## src/rtl/store_commit_queue.sv

```systemverilog
`default_nettype none
// ---------------------------------------------------------------------------
// store_commit_queue : circular store queue, in-order drain of committed stores
// Revision: 1.0
// ---------------------------------------------------------------------------
module store_commit_queue #(
  parameter int SQ_ENTRIES   = 8,
  parameter int ROB_ENTRIES  = 32,
  parameter int ROB_TAG_BITS = $clog2(ROB_ENTRIES),
  parameter int PIPE_WIDTH   = 2
) (
  input  logic                               clk,
  input  logic                               rst,
  input  logic                               flush,
  input  logic [PIPE_WIDTH-1:0]              sq_alloc_req,
  input  logic [PIPE_WIDTH*ROB_TAG_BITS-1:0] sq_alloc_tags,
  output logic [PIPE_WIDTH-1:0]              sq_alloc_gnt,
  input  logic                               st_wb_valid,
  input  logic [ROB_TAG_BITS-1:0]            st_wb_tag,
  input  logic [31:0]                        st_wb_addr,
  input  logic [31:0]                        st_wb_data,
  input  logic [1:0]                         st_wb_size,
  input  logic [PIPE_WIDTH-1:0]              commit_store_vals,
  input  logic [PIPE_WIDTH*ROB_TAG_BITS-1:0] commit_store_ids,
  output logic                               dmem_req_valid,
  output logic [31:0]                        dmem_req_addr,
  output logic [31:0]                        dmem_req_data,
  output logic [3:0]                         dmem_req_wstrb,
  input  logic                               dmem_req_ready,
  output logic [$clog2(SQ_ENTRIES):0]        sq_count,
  output logic                               sq_empty
);
  localparam int IDX = $clog2(SQ_ENTRIES);
  localparam int CW  = IDX + 1;
  localparam logic [CW-1:0] C_DEPTH = CW'(SQ_ENTRIES);

  logic [SQ_ENTRIES-1:0]   ent_valid;
  logic [SQ_ENTRIES-1:0]   ent_addr_rdy;
  logic [SQ_ENTRIES-1:0]   ent_committed;
  logic [ROB_TAG_BITS-1:0] ent_tag  [SQ_ENTRIES];
  logic [31:0]             ent_addr [SQ_ENTRIES];
  logic [31:0]             ent_data [SQ_ENTRIES];
  logic [1:0]              ent_size [SQ_ENTRIES];

  logic [IDX-1:0] head;
  logic [IDX-1:0] tail;
  logic [CW-1:0]  count;

  logic [CW-1:0]         req_cnt;
  logic [CW-1:0]         alloc_cnt;
  logic                  alloc_ok;
  logic [IDX-1:0]        alloc_idx [PIPE_WIDTH];
  logic [SQ_ENTRIES-1:0] committed_nxt;
  logic [CW-1:0]         survivors;
  logic                  pop;

  // All-or-nothing: a partial grant would split a dispatch group.
  always_comb begin
    req_cnt = '0;
    for (int i = 0; i < PIPE_WIDTH; i++) begin
      req_cnt = req_cnt + CW'(sq_alloc_req[i]);
    end
    alloc_ok     = ((C_DEPTH - count) >= req_cnt) && !flush && !rst;
    sq_alloc_gnt = alloc_ok ? sq_alloc_req : '0;
    alloc_cnt    = alloc_ok ? req_cnt : '0;
  end

  always_comb begin : p_alloc_idx
    logic [IDX-1:0] ofs;
    ofs = tail;
    for (int i = 0; i < PIPE_WIDTH; i++) begin
      alloc_idx[i] = ofs;
      if (sq_alloc_req[i]) ofs = ofs + 1'b1;
    end
  end

  // Commits of this cycle are folded in first so they survive a same-cycle flush.
  always_comb begin
    survivors = '0;
    for (int e = 0; e < SQ_ENTRIES; e++) begin
      committed_nxt[e] = ent_committed[e];
      for (int p = 0; p < PIPE_WIDTH; p++) begin
        if (commit_store_vals[p] && ent_valid[e] &&
            ent_tag[e] == commit_store_ids[p*ROB_TAG_BITS +: ROB_TAG_BITS]) begin
          committed_nxt[e] = 1'b1;
        end
      end
      survivors = survivors + CW'(ent_valid[e] && committed_nxt[e]);
    end
  end

  always_comb begin
    dmem_req_valid = ent_valid[head] && ent_committed[head] && ent_addr_rdy[head];
    dmem_req_addr  = '0;
    dmem_req_data  = '0;
    dmem_req_wstrb = '0;
    if (dmem_req_valid) begin
      dmem_req_addr = {ent_addr[head][31:2], 2'b00};
      dmem_req_data = ent_data[head] << {ent_addr[head][1:0], 3'b000};
      case (ent_size[head])
        2'b00:   dmem_req_wstrb = 4'b0001 << ent_addr[head][1:0];
        2'b01:   dmem_req_wstrb = 4'b0011 << ent_addr[head][1:0];
        default: dmem_req_wstrb = 4'b1111;
      endcase
    end
  end

  assign pop      = dmem_req_valid && dmem_req_ready;
  assign sq_count = count;
  assign sq_empty = (count == '0);

  always_ff @(posedge clk) begin
    if (rst) begin
      head  <= '0;
      tail  <= '0;
      count <= '0;
      for (int e = 0; e < SQ_ENTRIES; e++) begin
        ent_valid[e]     <= 1'b0;
        ent_addr_rdy[e]  <= 1'b0;
        ent_committed[e] <= 1'b0;
        ent_tag[e]       <= '0;
        ent_addr[e]      <= '0;
        ent_data[e]      <= '0;
        ent_size[e]      <= '0;
      end
    end else begin
      for (int e = 0; e < SQ_ENTRIES; e++) begin
        if (st_wb_valid && ent_valid[e] && ent_tag[e] == st_wb_tag) begin
          ent_addr[e]     <= st_wb_addr;
          ent_data[e]     <= st_wb_data;
          ent_size[e]     <= st_wb_size;
          ent_addr_rdy[e] <= 1'b1;
        end
        ent_committed[e] <= committed_nxt[e];
        if (flush && !committed_nxt[e]) ent_valid[e] <= 1'b0;
      end
      if (pop) begin
        ent_valid[head]     <= 1'b0;
        ent_committed[head] <= 1'b0;
        ent_addr_rdy[head]  <= 1'b0;
      end
      // Allocation targets only free slots, so it never collides with the updates above.
      for (int i = 0; i < PIPE_WIDTH; i++) begin
        if (sq_alloc_gnt[i]) begin
          ent_valid[alloc_idx[i]]     <= 1'b1;
          ent_tag[alloc_idx[i]]       <= sq_alloc_tags[i*ROB_TAG_BITS +: ROB_TAG_BITS];
          ent_addr_rdy[alloc_idx[i]]  <= 1'b0;
          ent_committed[alloc_idx[i]] <= 1'b0;
        end
      end
      head <= head + IDX'(pop);
      if (flush) begin
        tail  <= head + survivors[IDX-1:0];
        count <= survivors - CW'(pop);
      end else begin
        tail  <= tail + alloc_cnt[IDX-1:0];
        count <= count + alloc_cnt - CW'(pop);
      end
    end
  end
endmodule
`default_nettype wire

```

## config.mk

```make
export PLATFORM = sky130hd
export DESIGN_NAME = store_commit_queue
export DESIGN_NICKNAME = d
export VERILOG_FILES = /design/src/rtl/store_commit_queue.sv
export SDC_FILE = /design/constraint.sdc
export NUM_CORES = 1
export LEC_CHECK = 0
export BUFFER_PORTS_ARGS = -buffer_cell sky130_fd_sc_hd__buf_2
export CAP_MARGIN = 20
export CORE_ASPECT_RATIO = 1.25
export CORE_MARGIN = 8
export CORE_UTILIZATION = 45
export CTS_CLUSTER_SIZE = 25
export DETAILED_ROUTE_END_ITERATION = 16
export GPL_TIMING_DRIVEN = 0
export HOLD_SLACK_MARGIN = 0.12
export PLACE_DENSITY = 0.63
export SYNTH_ARGS = -nofsm -noshare
export SYNTH_HDL_FRONTEND = slang
export SYNTH_SLANG_ARGS = --single-unit
```

## constraint.sdc

```tcl
create_clock -name clk -period 13.95 [get_ports clk]
set_input_delay 3.4875 -clock clk [delete_from_list [all_inputs] [get_ports clk]]
set_output_delay 3.4875 -clock clk [all_outputs]
set_load 0.005 [all_outputs]
```

==> results.yml <==
run_status:
  status: "complete, no violations"
synth:
  synthTopCellsByArea: "edfxtp_1 (60%), nor2_1 (6.1%), xor2_1 (3.0%)"
  synth.avg_cell_area_um2: 12.4
  syn_area_mm2: 0.0282
  ys_seq_area_frac: 0.629
  synthAdderAreaFrac: 0.0138
  yosys.area_share.simple: 0.137
  synth_top_family_by_area: "simple AND/OR/NAND/NOR gates"
  synth-edff-count: 568
  yosysTopAreaCell: "edfxtp_1"
  ys.flop_type: "edfxtp_1"
  synthXorXnorAreaFrac: 0.0413
  synth-compound-area-share: 0.0925
  yosysWarningCount: 0
  ys_types: 76
  yosys-mux-area-fraction: 0.0454
  synth_top_area_share: 0.605
  ys_ff_latch: 602
  synth_cells: 2271
  synthArstFlopShare: 0
layout:
  nets: 2615
  seq_area_mm2: 0.0177
  drive_above_1_share: 0.169
  area_growth_pct: 14.0
  final_cell_mix: "edfxtp_1 (568), nor2_1 (458), buf_2 (201)"
  final_cells: 3372
  fillCellCount: 5520
  multi_input_area_mm2: 0.00939
  final_common_cell: "edfxtp_1"
timing:
  setup_slack_ns: 5.15
  worst_pin_slew_ns: 1.18
  drv_slew: 0
  hold_viol: 0
  finalWorstPathRequiredPeriod_ns: 8.80
  setup_viol: 0
  clock_skew_ns: 0.0167
  max_freq_ghz: 0.114
  relSlewSlack: 0.214
  tns_ns: 0
  hold_ws_ns: 0.475
  fin_crit_sh: 0.631
  rsz0062_at_grt: "false"
global_route:
  grt_use_total: 0.259
  grt_pass1_wl_um: 135000
  grt_antenna_before_repair: 3
  grt_pass1_vias: 20700
  globalRouteOverflowTotal: 0
  grt_max_degree: 40
pwr:
  power_density_mw_per_mm2: 121
  internal_power_mw: 3.00
  leakagePower_nw: 12.0
  power.total_mw: 3.90
  combPwrFrac: 0.060
  p_switching_mw: 0.907
  swShare: 0.232
  p_seq_frac: 0.533
  max-vdd-ir-drop_mv: 0.104
  clock_power_share: 0.407
critical_path:
  rrSetupSlack_ns: 8.83
  r2r_cells: 16
  rr_endpoint: "tail[2]"
  cp_num_cells: 9
  cp.arrival_ns: 5.32
  crit_family: "buffers and inverters"
  path_common_cell: "buf_2"
  end_kind: "output port"
  required_ns: 10.46
  worst-path-max-fanout: 10
  cp_cell_sequence: "buf_2 -> ha_1 -> ha_1 -> o21ai_0 -> a311o_1 -> buf_2 -> buf_2 -> nor2_1 -> buf_2"
  worst-path-buf-inv: 4
  start_kind: "input port"
  crit_type: "in -> out"
  timing.rr.start: "ent_tag[1][2]"
  cp_slowest_cell: "ha_1"
  cpPeakStageDelay_ns: 0.33
detailed_routing:
  first_pass_iters: 6
  dr_total_vias: 20400
  routed_wl_um: 94200
  ant_nets: 0
  avgViaCountPerCell: 6.04
  drc: 0
  wl_per_cell_um: 27.9
  drt-initial-drc-count: 2449
clock_tree:
  cts_num_sinks: 602
  post_cts_buffers: 0
  cts_buffers: 59
  clockBufferDepth: 3
  insertion_delay_ns: 0.65
  htreeDepth: 2
  cts-root-buf: "clkbuf_16"
  cts_tree: "done"
  cts_resized: 0
  path_clk_slew_ns: 0.06
  holdBufCountCts: 0
min_path:
  worstHoldStart: "ent_addr_rdy[2]"
  worstHoldPathType: "reg -> reg"
  hold_end: "ent_addr_rdy[2]"
  hold_depth: 2
floorplan:
  die_x_um: 240
  die_area_mm2: 0.0710
  io_pins: 176
  rows: 102
  chipHeight_um: 296
  fp.coreArea_mm2: 0.0620
  start_util: 0.455
job:
  maxCapViolCount: 0
placement:
  io_buffers: 145
  dp.cells: 3259
  dpl_worst_slack_ns: 5.15
  gp_congestion: 0.895
  hpwlAfterDp_um: 63100
## through the flow
stage	util	cell area, um2
after CTS	0.518	32100
after floorplan	-	28200
final	0.518	32200
after global routing	0.518	32200
after detailed placement	0.488	30300
after global placement	0.483	30000
## tightest hold or removal path: stages (launching register included)
cell and delay [ns]:
dfxtp_1 0.31, inv_1 0.04, a2111oi_0 0.07
## routing by layer
metal,vias to the layer above,routed length (um),global-route usage
met5,-,0,0
met4,0,4180,0.117
met3,221,8710,0.0516
met2,1180,45500,0.437
met1,10200,35800,0.322
li1,8812,-,-
## synthesized netlist by cell type (all sizes together), types with 20 or more instances
library cell / count
edfxtp: 568
nor2: 461
buf: 107
inv: 99
o22ai: 98
xor2: 96
nand2b: 89
clkbuf: 57
nand2: 53
nor4: 48
a22o: 41
xnor2: 37
dfxtp: 34
a22oi: 32
mux2: 31
a21oi: 30
mux4: 29
mux2i: 27
nand3: 25
nand4: 23
nor3: 23
a221oi: 22
o21ai: 21
ha: 20
## sequential cells by signal, summed over array words and instances (netlist names), 4 cells and up
register and flops:
ent_valid 8, ent_addr 256, ent_tag 40, sq_count 4, ent_committed 8, ent_size 16, ent_addr_rdy 8, ent_data 256
## power by group through the flow
stage                     sequential (mW)  clock, mW  combinational, mW
after floorplan                      2.11          0              0.140
after global placement               2.13          0              0.219
after detailed placement             2.12          0              0.232
after CTS                            2.08       1.59              0.233
after global routing                 2.09       1.65              0.252
final                                2.08       1.59              0.234
## cells by family (layout without fill, tap and decap cells)
logic type,Yosys count,in the layout
AO/OA/AOI/OAI,356,356
adder cells (fa/ha/maj),27,27
XOR/XNOR,133,133
multiplexers,87,87
AND/OR/NAND/NOR,800,800
flip-flops,602,602
buffers and inverters,265,530
other,1,5
## cell type report
type                       count  share of cell area
antenna                        3            0.000233
buffer                       164              0.0242
clock buffer                  68              0.0470
clock inverter                42              0.0113
inverter                     101              0.0118
multi-input combinational   1405               0.292
sequential                   602               0.552
tap                          832              0.0324
timing repair buffer         155              0.0296
## worst max-delay path by stage
stage / end / from
finish: sq_alloc_gnt[0] / sq_alloc_req[0]
global route: sq_alloc_gnt[0] / sq_alloc_req[0]
CTS: sq_alloc_gnt[1] / sq_alloc_req[0]
detailed placement: sq_alloc_gnt[1] / sq_alloc_req[0]
global placement: ent_addr[6][23] / rst
floorplan: sq_alloc_gnt[0] / sq_alloc_req[0]
No activity file was read; power rests on OpenSTA's default activity.
